### src/rtl/dmem_arbiter.sv
// Two-port round-robin data-memory arbiter with bounded bursts.
// Port 0 is the core load/store path, port 1 the debug/loader master.
module dmem_arbiter #(
  parameter int AW        = 32,
  parameter int DW        = 32,
  parameter int MAX_BURST = 4,
  parameter int PRIO      = 0
) (
  input  logic          clk,
  input  logic          reset,
  input  logic          p0_req,
  input  logic          p0_we,
  input  logic [AW-1:0] p0_addr,
  input  logic [DW-1:0] p0_wdata,
  output logic          p0_gnt,
  output logic          p0_rvalid,
  output logic [DW-1:0] p0_rdata,
  input  logic          p1_req,
  input  logic          p1_we,
  input  logic [AW-1:0] p1_addr,
  input  logic [DW-1:0] p1_wdata,
  output logic          p1_gnt,
  output logic          p1_rvalid,
  output logic [DW-1:0] p1_rdata,
  output logic          mem_we,
  output logic [AW-1:0] mem_addr,
  output logic [DW-1:0] mem_wdata,
  input  logic [DW-1:0] mem_rdata,
  output logic [1:0]    owner
);

  typedef enum logic [1:0] {
    IDLE = 2'b00,
    OWN0 = 2'b01,
    OWN1 = 2'b10
  } state_e;

  localparam logic [3:0] MAXB = 4'(MAX_BURST);
  localparam logic LAST_RST = (PRIO == 0) ? 1'b1 : 1'b0;

  state_e        state_q, state_d;
  logic [3:0]    cnt_q, cnt_d;
  logic          last_q, last_d;
  logic          g0, g1, gv;
  logic [AW-1:0] addr_q;
  logic [DW-1:0] wdata_q;
  logic          rv0_q, rv1_q;
  logic [DW-1:0] rd0_q, rd1_q;

  always_comb begin
    g0 = 1'b0;
    g1 = 1'b0;
    unique case (1'b1)
      (p0_req && !p1_req): g0 = 1'b1;
      (p1_req && !p0_req): g1 = 1'b1;
      (p0_req && p1_req): begin
        if (state_q == OWN0) begin
          g0 = (cnt_q < MAXB);
          g1 = !(cnt_q < MAXB);
        end else if (state_q == OWN1) begin
          g1 = (cnt_q < MAXB);
          g0 = !(cnt_q < MAXB);
        end else begin
          g0 = last_q;
          g1 = !last_q;
        end
      end
      default: ;
    endcase
  end

  // Grants are masked so outputs hit reset values the instant reset asserts.
  assign p0_gnt = g0 && reset;
  assign p1_gnt = g1 && reset;
  assign gv     = p0_gnt || p1_gnt;

  always_comb begin
    state_d = IDLE;
    cnt_d   = 4'd0;
    last_d  = last_q;
    if (p0_gnt) begin
      state_d = OWN0;
      last_d  = 1'b0;
      if (state_q == OWN0)
        cnt_d = (cnt_q >= MAXB) ? MAXB : cnt_q + 4'd1;
      else
        cnt_d = 4'd1;
    end else if (p1_gnt) begin
      state_d = OWN1;
      last_d  = 1'b1;
      if (state_q == OWN1)
        cnt_d = (cnt_q >= MAXB) ? MAXB : cnt_q + 4'd1;
      else
        cnt_d = 4'd1;
    end
  end

  assign mem_we    = gv && (p1_gnt ? p1_we : p0_we);
  assign mem_addr  = gv ? (p1_gnt ? p1_addr : p0_addr) : addr_q;
  assign mem_wdata = gv ? (p1_gnt ? p1_wdata : p0_wdata) : wdata_q;

  assign p0_rvalid = rv0_q;
  assign p1_rvalid = rv1_q;
  assign p0_rdata  = rv0_q ? mem_rdata : rd0_q;
  assign p1_rdata  = rv1_q ? mem_rdata : rd1_q;
  assign owner     = state_q;

  always_ff @(posedge clk or negedge reset) begin
    if (!reset) begin
      state_q <= IDLE;
      cnt_q   <= 4'd0;
      last_q  <= LAST_RST;
      addr_q  <= '0;
      wdata_q <= '0;
      rv0_q   <= 1'b0;
      rv1_q   <= 1'b0;
      rd0_q   <= '0;
      rd1_q   <= '0;
    end else begin
      state_q <= state_d;
      cnt_q   <= cnt_d;
      last_q  <= last_d;
      if (gv) begin
        addr_q  <= mem_addr;
        wdata_q <= mem_wdata;
      end
      rv0_q <= p0_gnt && !p0_we;
      rv1_q <= p1_gnt && !p1_we;
      if (rv0_q)
        rd0_q <= mem_rdata;
      if (rv1_q)
        rd1_q <= mem_rdata;
    end
  end

endmodule

### config.mk
export PLATFORM = sky130hd
export DESIGN_NAME = dmem_arbiter
export DESIGN_NICKNAME = d
export VERILOG_FILES = /design/src/rtl/dmem_arbiter.sv
export SDC_FILE = /design/constraint.sdc
export NUM_CORES = 1
export LEC_CHECK = 0
export CORE_ASPECT_RATIO = 0.8
export CORE_MARGIN = 1.5
export CORE_UTILIZATION = 44
export DETAILED_ROUTE_END_ITERATION = 10
export GPL_ROUTABILITY_DRIVEN = 0
export PLACE_DENSITY = 0.93
export SKIP_LAST_GASP = 1
export SLEW_MARGIN = 10
export SYNTH_ARGS = -nofsm -noshare
export SYNTH_HDL_FRONTEND = slang
export SYNTH_SLANG_ARGS = --single-unit
### constraint.sdc
create_clock -name clk -period 2.9 [get_ports clk]
set_clock_uncertainty 0.05 [all_clocks]
set_input_delay 0.29 -clock clk [delete_from_list [all_inputs] [get_ports clk]]
set_output_delay 0.29 -clock clk [all_outputs]
set_load 0.05 [all_outputs]
==> reports/summary.txt, run 1 <==
Outcome: complete, but fails checks
Failing checks: setup timing
Post-synthesis area per instance: 10.3 um2
Final Slew Violations: 0
Die extent in x: 135 um
CP max FO: 17
Core Area: 13600 um2
Maximum count of clock buffers along a single path: 2
Gate power share: 43.2%
Nets in the synthesized netlist: 761
Number of rows created at floorplan: 38
Number of clock sinks seen by CTS: 137
Minimum clock period after layout: 2.91 ns
Overall global routing resource usage: 27.3%
Proportion of synthesized chip area in sequential cells: 56.2%
Proportion of layout cells with a drive suffix above 1: 39.6%
Final global-route overflow total: 0
Number of library cell types mapped by synthesis: 33
Total via count after detailed routing: 6072
Root Driver: clkbuf_16
Floorplan die area: 14600 um2
Antenna Cells: 0
Worst reg-to-reg path cell count: 11
Worst slack after detailed placement: 0.217 ns
Total power density per cell area: 774 nW/um2
Worst Slack Setup Final: -0.00871 ns
Number of nets at the end of the flow: 1079
Classification of the worst setup path: reg -> out
Cell Int Power: 5.09 mW
Leading area contributor after synthesis: dfrtp_1
Post-synthesis register bit count: 137
Cell area after synthesis: 6100 um2
Leak: 4.68 nW
Power share of the clock group: 28.1%
Clock transition at path regs: 0.06 ns
Area share of the largest cell type after synthesis: 55.7%
Cell area after placement: 9570 um2
I/O pin count: 301
Upper clock frequency limit: 344 MHz
Final Hold Vio Count: 0
Mapped Cells: 594
Wire length of the first global-routing pass: 30.5 mm
Yosys synthesis warning count: 0
Reg2Reg Launch Point: last_q
Final Hold Slack: 0.192 ns
Power share of the sequential group: 28.7%
Initial core utilization: 45.1%
CTS tree: yes
Setup slack of the worst register-to-register path: 0.56 ns
Number of levels in the clock H-tree: 4
Detailed-route wire length per cell: 20.3 um
Arrival time of the worst setup path: 2.57 ns
Fillcell total: 776
Final standard cell area without fillers: 10800 um2
Worst slew margin relative to its limit: 34.9%
Final period utilization: 100%
Hpwl dp: 14.4 mm
Area of the multi-input gates: 2790 um2
Endpoint of the worst-slack reg-to-reg timing path: cnt_q[1]
Type of element launching the critical path: flop
Top area cells in the synthesized netlist: dfrtp_1 56%, a21oi_1 13%, mux2_2 12%
Share of the core filled with cells in the final layout: 79.8%
Tightest Pin Transition: 0.976 ns
Register area: 3430 um2
Cell count after placement: 1050
Worst EP required: 2.56 ns
Remaining DRCs: 0
Switching fraction of total power: 39.2%
Switching power of the nets: 3.28 mW
Antenna Violating Nets Remaining: 0
Num CTS Buffers: 17
Max-cap violation count: 0
Clock latency at the later pin of the worst-skew pair: 0.41 ns
Worst ir drop on vdd: 0.485 mV
RSZ-0062 raised after global routing: yes
Number of design-rule violations left by the first detailed-router iteration: 353
Sort of element at the end of the critical path: primary output
I/O Buffers: 300
Number of vias per cell: 5.50
Area growth, synth to finish: 77.1%
Most frequent cells in the layout: 168 x clkdlybuf4s50_1, 136 x dfrtp_1, 102 x buf_4
Number of antenna violations at the first check in global routing: 0
Setup Viol. Count Final: 2
Die Span Y: 108 um
Initial DRT Pass Iterations: 4
Class of the tightest hold or removal check: in -> async
Total negative setup slack: -0.0101 ns
Total power consumption of the routed design: 8.37 mW
Most frequent standard cell in the layout excluding fill and tap cells: clkdlybuf4s50_1
Finished Layout Cells: 1104
Total wire length after detailed routing: 22.4 mm
Number of global-route vias before repair: 5822
Pin count of the biggest net entering global routing: 81
==> what timing repair did <==
item | in CTS | in global routing
hold buffers | 1 | 0
pin swaps | 0 | 10
hold endpoints to repair | 2 | 0
setup buffers | 0 | 18
gates resized for setup | 5 | 77
cloned | 0 | 4
setup endpoints to repair | 41 | 64
==> synth_stat cells <==
cell type / instances
a21oi_1: 162
dfrtp_1: 136
nor2_1: 69
nand2_1: 66
mux2_2: 64
a21oi_2: 30
clkbuf_1: 20
buf_1: 9
inv_1: 4
buf_2: 3
buf_6: 3
nand2b_1: 3
nor3_1: 3
o21a_1: 2
o21ai_0: 2
a211oi_2: 1
a22o_1: 1
a41oi_1: 1
and2_1: 1
and3_1: 1
buf_4: 1
conb_1: 1
dfstp_2: 1
ha_1: 1
inv_2: 1
nand3_1: 1
nand4b_1: 1
nor2b_1: 1
o211a_1: 1
o22ai_1: 1
o31ai_4: 1
or2_1: 1
or3b_2: 1
==> state kept, by name, summed over array words and instances, names as in the netlist <==
signal / count
addr_q: 32
cnt_q: 4
last_q: 1
owner: 2
p0_rvalid: 1
p1_rvalid: 1
rd0_q: 32
rd1_q: 32
wdata_q: 32
==> power groups by stage <==
stage | sequential (mW) | combinational (mW) | clock (mW)
after floorplan | 2.40 | 2.11 | 0
after global placement | 2.40 | 3.37 | 0
after detailed placement | 2.43 | 3.44 | 0
after CTS | 2.40 | 3.46 | 2.38
after global routing | 2.43 | 3.77 | 2.46
final | 2.40 | 3.62 | 2.35
==> kinds of logic after synthesis <==
| kind of cell | count (synthesis) | synth area share (%) |
|---|---|---|
| adder cells (fa/ha/maj) | 1 | 0.205 |
| AND/OR/NAND/NOR | 148 | 9.63 |
| other | 1 | 0.0614 |
| multiplexers | 64 | 11.8 |
| buffers and inverters | 41 | 3.01 |
| flip-flops | 137 | 56.2 |
| AO/OA/AOI/OAI | 202 | 19.1 |
==> cell type report <==
type	instances	share of cell area, %
timing repair buffer	335	34.3
sequential	137	31.7
multi-input combinational	416	25.8
clock buffer	17	3.93
tap	180	2.08
clock inverter	14	1.92
inverter	5	0.243
==> how the worst max path moves through the flow <==
stage	to	from	cells past startpoint
after floorplan	mem_wdata[14]	owner[1]	7
after global placement	mem_addr[12]	p0_req	8
after detailed placement	mem_wdata[29]	p0_req	8
after CTS	mem_addr[23]	cnt_q[3]	8
after global routing	mem_addr[13]	last_q	9
final	mem_addr[13]	last_q	9
==> per-layer routing <==
| layer | share of wire [%] | vias to the layer above | GRT usage [%] |
|---|---|---|---|
| li1 | - | 2693 | - |
| met1 | 37 | 3012 | 32.0 |
| met2 | 51 | 310 | 45.9 |
| met3 | 8.9 | 57 | 9.38 |
| met4 | 3.3 | 0 | 12.1 |
| met5 | 0 | - | 0 |
==> worst max-delay path, stage by stage, from the launching register on <==
cell and delay (ns):
dfstp_2 0.55, nor2_1 0.04, o211a_1 0.26, o31ai_4 0.30, buf_4 0.17, buf_6 0.11
buf_6 0.21, nand2_1 0.14, a21oi_2 0.22, buf_12 0.16
Power figures use the tool's default switching activity.
==> run 2, diff against run 1 <==
CORE_UTILIZATION = 45   (was 44)
CTS_BUF_LIST = sky130_fd_sc_hd__clkbuf_4   (was not set)
CTS_CLUSTER_DIAMETER = 80   (was not set)
PLACE_DENSITY = 0.95   (was 0.93)
RECOVER_POWER = 25   (was not set)
==> reports/summary.txt, run 2 (synthesized netlist as in run 1, its figures left out) <==
Outcome: complete, but fails checks (unchanged)
Failing checks: capacitance limit, slew limit, setup timing (was setup timing)
Core Area: 13100 um2 (was 13600 um2)
Wire length of the first global-routing pass: 36.3 mm (was 30.5 mm)
Leak: 4.71 nW (was 4.68 nW)
Proportion of layout cells with a drive suffix above 1: 43.1% (was 39.6%)
Number of vias per cell: 6.06 (was 5.50)
Area growth, synth to finish: 85.0% (was 77.1%)
Antenna Violating Nets Remaining: 0 (unchanged)
CTS tree: yes (unchanged)
Cell count after placement: 1047 (was 1050)
Register area: 3430 um2 (about the same)
Number of design-rule violations left by the first detailed-router iteration: 672 (was 353)
Cell type group with the largest total delay on the critical path: compound AO/OA/AOI/OAI gates (unchanged)
Most frequent cells in the layout: 176 x clkdlybuf4s50_1, 135 x dfrtp_1, 84 x a21oi_2 (was 168 x clkdlybuf4s50_1, 136 x dfrtp_1, 102 x buf_4)
Total via count after detailed routing: 6675 (was 6072)
Type of element launching the critical path: flop (unchanged)
Minimum clock period after layout: 3.09 ns (was 2.91 ns)
Root Driver: clkbuf_4 (was clkbuf_16)
Hpwl dp: 15.6 mm (was 14.4 mm)
Pin count of the biggest net entering global routing: 78 (was 81)
Tightest Pin Transition: 1.52 ns (was 0.976 ns)
Num CTS Buffers: 17 (unchanged)
Sort of element at the end of the critical path: primary output (unchanged)
Fillcell total: 584 (was 776)
CP max FO: 9 (was 17)
Final period utilization: 107% (was 100%)
Total power density per cell area: 677 nW/um2 (was 774 nW/um2)
Upper clock frequency limit: 323 MHz (was 344 MHz)
Final global-route overflow total: 0 (unchanged)
Max-cap violation count: 1 (was 0)
Stage delay of the slowest cell on the critical path: 0.59 ns (was 0.55 ns)
Class of the tightest hold or removal check: in -> async (unchanged)
Setup slack of the worst register-to-register path: 0.64 ns (was 0.56 ns)
Worst EP required: 2.56 ns (about the same)
Crit-path cells: nor2_1 > o211a_1 > o31ai_4 > buf_6 > buf_12 > buf_16 > nand2_1 > a21oi_2 > buf_12 (was nor2_1 > o211a_1 > o31ai_4 > buf_4 > buf_6 > buf_6 > nand2_1 > a21oi_2 > buf_12)
RSZ-0062 raised after global routing: yes (unchanged)
Initial DRT Pass Iterations: 8 (was 4)
Classification of the worst setup path: reg -> out (unchanged)
Cell at the slowest stage of the critical path: dfstp_2 (unchanged)
Total wire length after detailed routing: 29.1 mm (was 22.4 mm)
Die Span Y: 107 um (was 108 um)
Number of nets at the end of the flow: 1078 (was 1079)
Number of clock sinks seen by CTS: 137 (unchanged)
Arrival time of the worst setup path: 2.75 ns (was 2.57 ns)
Finished Layout Cells: 1101 (was 1104)
Number of buffer and inverter stages on the critical path: 4 (unchanged)
Area of the multi-input gates: 3280 um2 (was 2790 um2)
I/O pin count: 301 (unchanged)
Maximum count of clock buffers along a single path: 2 (unchanged)
Clock latency at the later pin of the worst-skew pair: 0.55 ns (was 0.41 ns)
Remaining DRCs: 0 (unchanged)
I/O Buffers: 300 (unchanged)
Final Hold Slack: 0.0791 ns (was 0.192 ns)
Worst slew margin relative to its limit: -1.57% (was 34.9%)
Detailed-route wire length per cell: 26.4 um (was 20.3 um)
Overall global routing resource usage: 33.9% (was 27.3%)
Initial core utilization: 46.8% (was 45.1%)
Number of rows created at floorplan: 37 (was 38)
Number of global-route vias before repair: 6542 (was 5822)
Most frequent standard cell in the layout excluding fill and tap cells: clkdlybuf4s50_1 (unchanged)
Final Slew Violations: 56 (was 0)
Worst Slack Setup Final: -0.192 ns (was -0.00871 ns)
Cell area after placement: 9890 um2 (was 9570 um2)
Floorplan die area: 14300 um2 (was 14600 um2)
Setup Viol. Count Final: 64 (was 2)
Number of antenna violations at the first check in global routing: 1 (was 0)
Clock transition at path regs: 0.12 ns (was 0.06 ns)
Final standard cell area without fillers: 11300 um2 (was 10800 um2)
Worst ir drop on vdd: 0.469 mV (was 0.485 mV)
Final Hold Vio Count: 0 (unchanged)
Die extent in x: 133 um (was 135 um)
Cell mode on critical path: buf_12 (was buf_6)
Number of levels in the clock H-tree: 4 (unchanged)
## run 2: cell types whose count changed in the layout (fill, tap and decap cells not counted), sizes merged
cell,change
buf,-10
diode,+2
clkinvlp,+2
clkinv,+5
inv,-5
clkbuf,+3
bufinv,-3
clkdlybuf4s50,+8
## run 2: metrics by stage
stage                     util, %  power (mW)  TNS (ns)  setup slack, ns
after global placement       75.8        5.91         0            0.364
after global routing         86.5        7.87    -16.81           -0.288
after detailed placement     75.8        6.04         0            0.271
final                        86.5        7.64     -4.17           -0.192
after floorplan                 -        4.51         0          0.00267
after CTS                    81.7        7.38     -4.27           -0.116
## run 2: metal layers
layer	part of all wire [%]	global-route usage [%]	vias up
li1	-	-	2711
met1	34	37.6	3203
met2	48	60.5	569
met4	7.7	12.8	0
met3	10	11.4	192
met5	0	0	-
## run 2: repair_timing
action	4_1_cts	5_1_grt
setup buffers	9	2
gates cloned	5	4
setup endpoints to repair	65	65
hold buffers	1	0
pin swaps	9	21
endpoints found under the hold margin	60	0
resized for setup	77	106
## run 2: final timing paths
path | from | depth (start not counted) | to
min in group clk | p1_we | 2 | p1_rvalid
worst min-delay path | reset | 2 | cnt_q[3]
worst min register to register | rd0_q[17] | 1 | rd0_q[17]
worst max-delay path | last_q | 9 | mem_wdata[22]
max in group asynchronous | reset | 4 | rd0_q[7]
worst max register to register | last_q | 9 | addr_q[6]
## run 2: layout make-up
cell class              instances  share of cell area, %
flip-flops and latches        137                   30.4
clock buffers                  19                   1.26
diodes                          2                 0.0443
multi-input cells             416                   29.1
clock inverters                13                   1.09
inverters                       5                  0.211
well taps                     175                   1.94
repair buffers                334                   36.0
## run 2: power by group
part | internal (mW) | switching, mW
Combinational | 1.50 | 2.49
Sequential | 2.28 | 0.138
Clock | 0.451 | 0.786
Total | 4.24 | 3.41
==> run 3, diff against run 2 <==
CORE_UTILIZATION = 42   (was 45)
PLACE_DENSITY = 0.9   (was 0.95)
clock period = 3.49 ns   (was 2.9 ns; I/O delays follow)
==> reports/summary.txt, run 3 (synthesized netlist as in run 1, its figures left out) <==
Outcome: complete, but fails checks (unchanged)
Failing checks: capacitance limit, slew limit (was capacitance limit, slew limit, setup timing)
Root Driver: clkbuf_4 (unchanged)
Num CTS Buffers: 17 (unchanged)
Total wire length after detailed routing: 19.0 mm (was 29.1 mm)
Tightest Pin Transition: 1.69 ns (was 1.52 ns)
Final standard cell area without fillers: 10200 um2 (was 11300 um2)
Wire length of the first global-routing pass: 29.8 mm (was 36.3 mm)
Cell area after placement: 9970 um2 (was 9890 um2)
Minimum clock period after layout: 3.23 ns
Number of design-rule violations left by the first detailed-router iteration: 250 (was 672)
Most frequent standard cell in the layout excluding fill and tap cells: clkdlybuf4s50_1 (unchanged)
I/O Buffers: 300 (unchanged)
Class of the tightest hold or removal check: in -> reg (was in -> async)
Final Hold Vio Count: 0 (unchanged)
Endpoint of the worst-slack reg-to-reg timing path: wdata_q[24] (was addr_q[6])
Worst slew margin relative to its limit: -12.8% (was -1.57%)
CP max FO: 33 (was 9)
Area growth, synth to finish: 67.6% (was 85.0%)
Classification of the worst setup path: reg -> out (unchanged)
Setup slack of the worst register-to-register path: 1.34 ns (was 0.64 ns)
Reg2Reg Launch Point: cnt_q[3] (was last_q)
CTS tree: yes (unchanged)
Remaining DRCs: 0 (unchanged)
Worst Hold Path Cells: 3
Proportion of layout cells with a drive suffix above 1: 20.8% (was 43.1%)
Initial DRT Pass Iterations: 4 (was 8)
Source of the worst hold timing path: p0_wdata[2]
Pin count of the biggest net entering global routing: 71 (was 78)
Final period utilization: 92.6%
Post-CTS Repair Setup Buffers: 0 (was 9)
Type of element launching the critical path: flop (unchanged)
Floorplan die area: 15300 um2 (was 14300 um2)
Die extent in x: 138 um (was 133 um)
Number of rows created at floorplan: 39 (was 37)
Setup Viol. Count Final: 0 (was 64)
Upper clock frequency limit: 309 MHz
Arrival time of the worst setup path: 2.83 ns (was 2.75 ns)
Switching fraction of total power: 41.3% (was 44.6%)
Sort of element at the end of the critical path: primary output (unchanged)
Clock transition at path regs: 0.13 ns (was 0.12 ns)
Antenna Violating Nets Remaining: 0 (unchanged)
Most frequent cells in the layout: 233 x clkdlybuf4s50_1, 162 x a21oi_1, 136 x dfrtp_1 (was 176 x clkdlybuf4s50_1, 135 x dfrtp_1, 84 x a21oi_2)
Core Area: 14200 um2 (was 13100 um2)
Gate power share: 49.9% (was 52.2%)
Number of global-route vias before repair: 5937 (was 6542)
Power share of the clock group: 16.8% (was 16.2%)
RSZ-0062 raised after global routing: no (was yes)
Share of the core filled with cells in the final layout: 71.8% (was 86.5%)
Final Slew Violations: 139 (was 56)
Maximum count of clock buffers along a single path: 2 (unchanged)
Leak: 4.34 nW (was 4.71 nW)
Number of buffer and inverter stages on the critical path: 3 (was 4)
I/O pin count: 301 (unchanged)
End point of the worst hold path: wdata_q[2]
Stage delay of the slowest cell on the critical path: 0.39 ns (was 0.59 ns)
Total power density per cell area: 585 nW/um2 (was 677 nW/um2)
Number of levels in the clock H-tree: 4 (unchanged)
Cell Int Power: 3.51 mW (was 4.24 mW)
Fillcell total: 972 (was 584)
Total negative setup slack: 0 ns (was -4.17 ns)
Worst reg-to-reg path cell count: 7 (was 9)
Number of antenna violations at the first check in global routing: 1 (unchanged)
Worst ir drop on vdd: 0.447 mV (was 0.469 mV)
Clock latency at the later pin of the worst-skew pair: 0.53 ns (was 0.55 ns)
Worst EP required: 3.09 ns (was 2.56 ns)
Power share of the sequential group: 33.2% (was 31.7%)
Detailed-route wire length per cell: 17.5 um (was 26.4 um)
Overall global routing resource usage: 25.4% (was 33.9%)
Number of nets at the end of the flow: 1056 (was 1078)
Total via count after detailed routing: 5653 (was 6675)
Cell type group with the largest total delay on the critical path: compound AO/OA/AOI/OAI gates (unchanged)
Switching power of the nets: 2.47 mW (was 3.41 mW)
Die Span Y: 111 um (was 107 um)
Cell at the slowest stage of the critical path: dfrtp_1 (was dfstp_2)
Number of clock sinks seen by CTS: 137 (unchanged)
Max-cap violation count: 2 (was 1)
Number of vias per cell: 5.21 (was 6.06)
Hpwl dp: 14.2 mm (was 15.6 mm)
Final global-route overflow total: 0 (unchanged)
Initial core utilization: 42.8% (was 46.8%)
Crit-path cells: or2_1 > a211oi_2 > o31ai_4 > inv_2 > buf_12 > a21oi_1 > a21oi_1 > buf_12 (was nor2_1 > o211a_1 > o31ai_4 > buf_6 > buf_12 > buf_16 > nand2_1 > a21oi_2 > buf_12)
==> run 3: worst max path at each step <==
stage                     to     start  slack [ns]  cells after the start
2_1_floorplan  mem_wdata[23]  owner[1]        0.17                      7
3_3_place_gp    mem_addr[18]    p1_req        0.70                      8
3_5_place_dp     mem_addr[5]    p1_req        0.63                      8
4_1_cts          mem_addr[5]  cnt_q[3]        0.17                      8
5_1_grt         mem_addr[18]  cnt_q[3]        0.05                      8
6_report         mem_addr[5]  cnt_q[3]        0.26                      8
==> run 3: worst reg2reg max path, delay by kind of cell, from the launching register on <==
| kind | cells | cell delay (ns) |
|---|---|---|
| buf+inv | 2 | 0.58 |
| simple gates | 1 | 0.29 |
| compound gates | 4 | 0.75 |
| flops | 1 | 0.39 |
==> run 3: power by group through the flow <==
| stage | combinational, mW | sequential [mW] | clock (mW) |
|---|---|---|---|
| finish | 2.99 | 1.99 | 1.01 |
| CTS | 3.03 | 1.99 | 1.04 |
| global placement | 2.96 | 1.99 | 0 |
| global route | 3.13 | 2.02 | 1.12 |
| floorplan | 1.74 | 1.99 | 0 |
| detailed placement | 3.02 | 2.03 | 0 |
==> run 3: metrics by stage <==
step	instances	hold slack [ns]	power, mW	setup WS (ns)
global route	1085	0.272	6.26	0.0501
detailed placement	1053	0.436	5.04	0.627
global placement	1053	0.428	4.95	0.699
finish	1085	0.315	5.98	0.259
CTS	1084	0.246	6.06	0.172
floorplan	594	0.00341	3.74	0.167
==> run 3: per-layer routing <==
metal  part of all wire (%)  track usage, %
met1                     37            28.2
met2                     51            44.4
met3                    9.6            9.51
met4                    2.4            8.33
met5                      0               0
==> run 3: layout make-up <==
| cell class | count | area [um2] | share of cell area [%] |
|---|---|---|---|
| repair buffers | 312 | 3780 | 37.0 |
| flip-flops and latches | 137 | 3430 | 33.5 |
| multi-input cells | 416 | 2500 | 24.5 |
| well taps | 184 | 230 | 2.25 |
| clock buffers | 19 | 143 | 1.39 |
| clock inverters | 11 | 124 | 1.21 |
| inverters | 5 | 18.8 | 0.183 |
| diodes | 1 | 2.50 | 0.0245 |
==> run 3: what timing repair did <==
action,4_1_cts,5_1_grt
hold buffers,1,0
hold endpoints to repair,103,0
gates resized for setup,0,0
